$ cat src/rtl/alu_pkg.sv
// alu_pkg: shared op codes, flag indices and width default.
// Imported by alu_core and alu_conv.
package alu_pkg;

   localparam int ALU_WIDTH = 8;

   localparam logic [2:0] OP_ADD = 3'b000;
   localparam logic [2:0] OP_SUB = 3'b001;
   localparam logic [2:0] OP_OR  = 3'b010;
   localparam logic [2:0] OP_AND = 3'b011;
   localparam logic [2:0] OP_XOR = 3'b100;
   localparam logic [2:0] OP_NOT = 3'b101;
   localparam logic [2:0] OP_LSL = 3'b110;
   localparam logic [2:0] OP_LSR = 3'b111;

   localparam int FLAG_N = 3;
   localparam int FLAG_Z = 2;
   localparam int FLAG_C = 1;
   localparam int FLAG_V = 0;

endpackage

$ cat src/rtl/alu_core.sv
// alu_core: combinational A/B/ctrl -> result.
// Flags port and logic exist only with ALU_FLAGS_EN.
module alu_core
   import alu_pkg::*;
#(
   parameter int WIDTH = ALU_WIDTH
) (
   input  logic [WIDTH-1:0] a,
   input  logic [WIDTH-1:0] b,
   input  logic [2:0]       ctrl,
`ifdef ALU_FLAGS_EN
   output logic [3:0]       flags,
`endif
   output logic [WIDTH-1:0] result
);

   logic [WIDTH-1:0] r_add;
   logic [WIDTH-1:0] r_sub;
   logic [WIDTH-1:0] r_shl;
   logic [WIDTH-1:0] r_shr;

`ifdef ALU_FLAGS_EN
   logic [WIDTH:0] sum;
   logic [WIDTH:0] dif;
   logic [WIDTH:0] shl;
   logic [WIDTH:0] shr;

   // Extra bit on each path catches carry/borrow/last bit out.
   assign sum   = {1'b0, a} + {1'b0, b};
   assign dif   = {1'b0, a} - {1'b0, b};
   assign shl   = {1'b0, a} << b;
   assign shr   = {a, 1'b0} >> b;
   assign r_add = sum[WIDTH-1:0];
   assign r_sub = dif[WIDTH-1:0];
   assign r_shl = shl[WIDTH-1:0];
   assign r_shr = shr[WIDTH:1];

   // Flag derivation from the selected result and op.
   always_comb begin
      flags         = '0;
      flags[FLAG_N] = result[WIDTH-1];
      flags[FLAG_Z] = (result == '0);
      unique case (ctrl)
         OP_ADD: begin
            flags[FLAG_C] = sum[WIDTH];
            flags[FLAG_V] = (a[WIDTH-1] == b[WIDTH-1]) &&
                            (r_add[WIDTH-1] != a[WIDTH-1]);
         end
         OP_SUB: begin
            flags[FLAG_C] = dif[WIDTH];
            flags[FLAG_V] = (a[WIDTH-1] != b[WIDTH-1]) &&
                            (r_sub[WIDTH-1] != a[WIDTH-1]);
         end
         OP_LSL:  flags[FLAG_C] = shl[WIDTH];
         OP_LSR:  flags[FLAG_C] = shr[0];
         default: flags[FLAG_C] = 1'b0;
      endcase
   end
`else
   // Shift amounts >= WIDTH naturally produce zero.
   assign r_add = a + b;
   assign r_sub = a - b;
   assign r_shl = a << b;
   assign r_shr = a >> b;
`endif

   // Result select by op code.
   always_comb begin
      result = '0;
      unique case (ctrl)
         OP_ADD:  result = r_add;
         OP_SUB:  result = r_sub;
         OP_OR:   result = a | b;
         OP_AND:  result = a & b;
         OP_XOR:  result = a ^ b;
         OP_NOT:  result = ~a;
         OP_LSL:  result = r_shl;
         OP_LSR:  result = r_shr;
         default: result = '0;
      endcase
   end

endmodule

$ cat src/rtl/alu_conv.sv
// alu_conv: operand A mux, registered ALU result and valid.
// Optional flags register enabled by ALU_FLAGS_EN.
module alu_conv
   import alu_pkg::*;
#(
   parameter int WIDTH = ALU_WIDTH
) (
   input  logic             clk,
   input  logic             rst_n,
   input  logic             in_valid,
   input  logic [WIDTH-1:0] a0_mux,
   input  logic [WIDTH-1:0] a1_mux,
   input  logic             a_sel,
   input  logic [WIDTH-1:0] b,
   input  logic [2:0]       ctrl,
   output logic [WIDTH-1:0] out,
   output logic             out_valid,
   output logic [3:0]       flags
);

   logic [WIDTH-1:0] op_a;
   logic [WIDTH-1:0] res;

   assign op_a = a_sel ? a1_mux : a0_mux;

`ifdef ALU_FLAGS_EN
   logic [3:0] res_flags;

   alu_core #(.WIDTH(WIDTH)) u_core (
      .a      (op_a),
      .b      (b),
      .ctrl   (ctrl),
      .flags  (res_flags),
      .result (res)
   );

   // Flags follow the same capture rule as the result.
   always_ff @(posedge clk or negedge rst_n) begin
      if (!rst_n) begin
         flags <= '0;
      end else if (in_valid) begin
         flags <= res_flags;
      end
   end
`else
   alu_core #(.WIDTH(WIDTH)) u_core (
      .a      (op_a),
      .b      (b),
      .ctrl   (ctrl),
      .result (res)
   );

   assign flags = 4'b0000;
`endif

   // Capture result on valid issue; valid marks a fresh result.
   always_ff @(posedge clk or negedge rst_n) begin
      if (!rst_n) begin
         out       <= '0;
         out_valid <= 1'b0;
      end else begin
         out_valid <= in_valid;
         if (in_valid) begin
            out <= res;
         end
      end
   end

endmodule

$ cat config.mk
export PLATFORM = sky130hd
export DESIGN_NAME = alu_conv
export DESIGN_NICKNAME = d
export VERILOG_FILES = /design/src/rtl/alu_pkg.sv /design/src/rtl/alu_core.sv /design/src/rtl/alu_conv.sv
export SDC_FILE = /design/constraint.sdc
export NUM_CORES = 1
export LEC_CHECK = 0
export CAP_MARGIN = 40
export CELL_PAD_IN_SITES_DETAIL_PLACEMENT = 1
export CELL_PAD_IN_SITES_GLOBAL_PLACEMENT = 1
export CORE_UTILIZATION = 40
export CTS_CLUSTER_SIZE = 12
export DETAILED_ROUTE_END_ITERATION = 12
export DONT_BUFFER_PORTS = 1
export PLACE_DENSITY = 0.74
export SLEW_MARGIN = 20
export SYNTH_ARGS = -nofsm -noshare
export SYNTH_HDL_FRONTEND = slang
export SYNTH_SLANG_ARGS = --single-unit
$ cat constraint.sdc
create_clock -name clk -period 0.9 [get_ports clk]
set_clock_uncertainty 0.1 [all_clocks]
set_input_delay 0.18 -clock clk [delete_from_list [all_inputs] [get_ports clk]]
set_output_delay 0.18 -clock clk [all_outputs]
set_load 0.02 [all_outputs]
Yosys cells after proc, flatten, opt, wreduce, memory -nomap -nowiden
Cells that the tools add are included.

$add $sub $neg: 2. Equal/unequal tests: 7. Shift operators: 2. Muxes and demuxes: 2. Bitwise gates (word level): 4. Reduce and logical (&&, ||, !) cells: 1.

Operators by type and width (number): one-hot mux 8 bit (8 select lines) (1); == test 3 bit, second input constant (4); adder 8 bit (1); AND 8 bit (1); two-way mux 8 bit (1); NOT 8 bit (1); OR 8 bit (1); left shift 8 x 8 -> 8 bit (1); >> shifter 8 x 8 -> 8 bit (1); subtractor 8 bit (1); bitwise XOR 8 bit (1); == test 3 x 2 -> 1 bit, second input constant (2); == test 3 x 1 -> 1 bit, second input constant (1); logical NOT 3 bit (1).

Flip-flop bits (word level): 9.

Logic depth before layout (Yosys ltp)
Depth in word-level cells: 3. Depth in mapped cells: 10.

Modules after synthesis
A second synthesis with hierarchy kept.

Cells, all modules: 257. Area, all modules: 2117.0 um2.

Modules (own cells, without submodules): alu_core (times used 1, cells each 225, area an instance 1595.3 um2); alu_conv (times used 1, cells each 32, area an instance 521.8 um2).

Least setup slack after synthesis
OpenSTA, ideal clock, no wires.

Path kind: input port to flip-flop. Start: input ctrl[2]. End: register out[6]. Setup time: 126 ps. Data arrival time: 2610 ps. Data required time: 674 ps. Path slack: -1936 ps. Stages: 9. Buffers on the path: 1. Cells stage by stage: clkbuf_8 -> nor3b_1 -> mux2_2 -> fa_1 -> nand2b_1 -> a21oi_1 -> mux2i_1 -> nor3_1 -> o32a_1.

Cells in the longest elaborated chain, start to end: 2.

RTL lines: from (decl) (line alu_conv.sv:15) `input logic [2:0] ctrl,`; == test 3 bit, or another cell as far along (line alu_core.sv:70) `unique case (ctrl)`; one-hot mux 8 bit (8 select lines) (*) (line alu_core.sv:70); to (signal assigned) (line alu_conv.sv:64) `out <= res;`; to (decl) (line alu_conv.sv:16) `output logic [WIDTH-1:0] out,`.

Every way passes the cells marked *; elsewhere a longest branch is shown, timed or not. A chain may end at the register's enable or synchronous reset.

Worst setup path in the final report
Start: input b[0]. End: register out[6].

Cells in the longest elaborated chain, start to end: 2.

RTL lines: from (decl) (line alu_conv.sv:14) `input logic [WIDTH-1:0] b,`; subtractor 8 bit, or another cell as far along (line alu_core.sv:62) `assign r_sub = a - b;`; one-hot mux 8 bit (8 select lines) (*) (line alu_core.sv:70).

Marks and branches as above.

==> metrics <==
Die W=~75 um; Async SR Flop Fraction=1.000; post-synthesis cell type count=58; Critical Path Source Type=primary input; TritonCTS Buffers=3; port bufs=0; ant diodes=0; DP HPWL=approximately 6.4 mm; crit path DAT=2.26 ns; CTS root buf=clkbuf_8; Main synth FF type=dfrtp_1; Pwr Density=1070 mW/mm^2; Seq cells post-synth=9; CP Cell Sequence=inv_2 -> ha_1 -> a31oi_4 -> xnor2_1 -> ha_1 -> nand2b_1 -> buf_4 -> buf_4 -> nor2_1 -> mux2i_2 -> nor3_1 -> o32a_1; via count=2469; Yosys warnings=0; Core Area=around 0.005 mm^2; Data required, critical path=0.93 ns; Yosys top cell by area=ha_1; row count=26; Place WS=-1.471 ns; failing checks=negative hold slack, negative setup slack; clk_lat worst skew=0.25 ns; Top-Level Pins=between 40 and 50; register area share after synthesis=0.1064; RSZ-0062 raised after global routing=true; endpoint class of the critical path=flop; CTS clock-pin slew for the worst setup and hold paths=approximately 0.05 ns; Mapped Avg Cell Area=8.335 um^2; Synth area leaders=ha_1, dfrtp_1, mux4_2; Synth top cells by count=nor2_1, ha_1, inv_1; Synth top area share=0.1478; vias in the first global route=between 2000 and 3000; largest net degree at the start of global routing=26; Nets=389; Synth Cell Area=around 0.0021 mm^2; Initial Utilization=0.4145; fmax=0.4483 GHz; final hold viol count=1; Wirelength per Cell=25.08 um; total gr overflow=0; final worst-path cycle share=2.479; drt total wl=10.06 mm; Setup Viol. Count Final=17; Tot GR Track Use=0.3130; Die Area=0.005588 mm^2; drt drc=0; Sink Count=9; Leakage=between 1 and 1.5 nW; Tmin final=2.231 ns; Cell Area, Placed=around 0.0027 mm^2; Area Overhead vs Synth=48.64%; Fillers=593; CP max-delay cell=ha_1; CTS Buffer Depth=2; worst-path fanout max=13; CP max stage delay=0.34 ns; Max VDD drop=between 0.6 and 0.7 mV; DIE HEIGHT=74.75 um; worst setup margin=-1.331 ns; cell area after layout=0.003147 mm^2; 1st-iter DRT viols=173; Slew Limit Fails=0; Synth Instances=254; status=finished, violations left; share of cells above drive strength 1=0.4653; first-pass GRT wire length=12.78 mm; most common cell in the netlist=nor2_1; H-tree levels=1; worst setup path category=primary input to flop; routed vias/inst=6.157; DRT Pass-1 Iters=4; worst hold slack=-0.001613 ns; max cap viols=0; Final ANT Viol Nets=0; routability congestion estimate=0.9361; number of enable flip-flop cells after synthesis=0; Min-Delay Path Class=primary input to flop; initial antenna violation count=1; CTS tree=yes
==> flip-flops by register name, summed over array words and instances (netlist names) <==
name and cells:
out 8, out_valid 1
==> metal layers <==
layer	track usage	share of wire
met3	0.04150	0.060
met1	0.3944	0.39
met2	0.5526	0.51
met4	0.1006	0.041
met5	0	0.0013
==> cells by family (layout without fill, tap and decap cells) <==
kind of cell	count (synthesis)	count (layout)	synth area share
AOI/OAI and AO/OA	59	59	0.1998
and+or+nand+nor	83	83	0.2051
adders and majority gates	26	26	0.1572
muxes	30	30	0.1885
buffers and inverters	35	109	0.09574
other	1	4	0.001771
xor gates and xnor gates	11	11	0.04551
DFF	9	9	0.1064
==> power by group <==
group / internal (mW) / switching, mW / leakage, nW
Clock: 0.313 / 0.209 / 0.0228
Combinational: 1.19 / 1.13 / 1.26
Sequential: 0.469 / 0.0536 / 0.103
Total: 1.97 / 1.40 / 1.38
==> worst max-delay path: cells and delay by family <==
family / cells / cell delay [ns]
buffers and inverters: 3 / 0.30
xor gates and xnor gates: 1 / 0.22
adders and majority gates: 2 / 0.63
muxes: 1 / 0.19
AOI/OAI and AO/OA: 2 / 0.43
and+or+nand+nor: 3 / 0.31
==> area by class of cell <==
cell class | instances | area [um^2] | share of cell area
clock buffer | 4 | 45.04 | 0.01431
timing repair buffer | 85 | 699.4 | 0.2223
tap | 70 | 87.58 | 0.02783
multi-input combinational | 213 | 2012 | 0.6394
inverter | 20 | 77.57 | 0.02465
sequential | 9 | 225.2 | 0.07157
==> cells in the final DEF, fill, tap and decap left out, types with 2 or more instances in the layout <==
| cell type | netlist | layout |
|---|---|---|
| nor4_1 | 3 | 2 |
| mux4_2 | 7 | 7 |
| o221ai_1 | 5 | 5 |
| buf_4 | 5 | 68 |
| clkbuf_8 | 4 | 3 |
| a211oi_1 | 7 | 3 |
| a31oi_4 | 0 | 2 |
| o22ai_2 | 0 | 2 |
| ha_4 | 0 | 5 |
| mux2_4 | 0 | 4 |
| inv_1 | 18 | 15 |
| conb_1 | 1 | 4 |
| a211oi_2 | 0 | 4 |
| ha_1 | 25 | 19 |
| nor2_2 | 0 | 4 |
| mux2i_1 | 14 | 13 |
| nor3_1 | 4 | 4 |
| buf_6 | 0 | 15 |
| inv_2 | 2 | 4 |
| a21oi_1 | 10 | 7 |
| and2_2 | 2 | 2 |
| nand2_1 | 14 | 14 |
| dfrtp_1 | 9 | 9 |
| nand2b_1 | 12 | 11 |
| xnor2_1 | 9 | 6 |
| o21ai_0 | 9 | 6 |
| nor3b_4 | 0 | 2 |
| and3_1 | 2 | 2 |
| xnor2_4 | 0 | 2 |
| a21oi_2 | 0 | 2 |
| nand3b_1 | 4 | 4 |
| mux2_2 | 9 | 5 |
| dlygate4sd3_1 | 1 | 2 |
| nor2_1 | 26 | 21 |
| o22ai_1 | 7 | 5 |
| nand3_1 | 5 | 4 |
| a21boi_0 | 3 | 2 |
==> final timing paths <==
check / from / endpoint / slack (ns) / cells past startpoint
max in group asynchronous: rst_n / out[6] / 0.14 / 1
min: b[2] / out[0] / -0.002 / 2
min reg2reg: out[0] / out[0] / 0.51 / 2
min in group asynchronous: rst_n / out_valid / 0.23 / 1
max reg2reg: out[3] / out[3] / -0.16 / 3
max: b[0] / out[6] / -1.33 / 12
==> stage by stage <==
stage / utilization / hold WS, ns / std cells / TNS [ns] / power (mW)
finish: 0.6161 / -0.001613 / 401 / -9.309 / 3.368
global placement: 0.5218 / -0.2154 / 380 / -9.431 / 2.138
floorplan: - / -0.2156 / 257 / -8.512 / 1.586
CTS: 0.5745 / 0.01648 / 395 / -8.672 / 2.991
detailed placement: 0.5218 / -0.2154 / 380 / -9.860 / 2.202
global route: 0.6161 / 0.02960 / 401 / -9.728 / 3.477
==> what timing repair did <==
action                     CTS  global route
hold buffers                 2             0
pin swaps                   17            23
setup endpoints to repair   17            17
gates resized for setup     30            30
hold endpoints to repair    12             0
buffers inserted            11            10
Note: power is estimated with default switching activity, not from simulation.
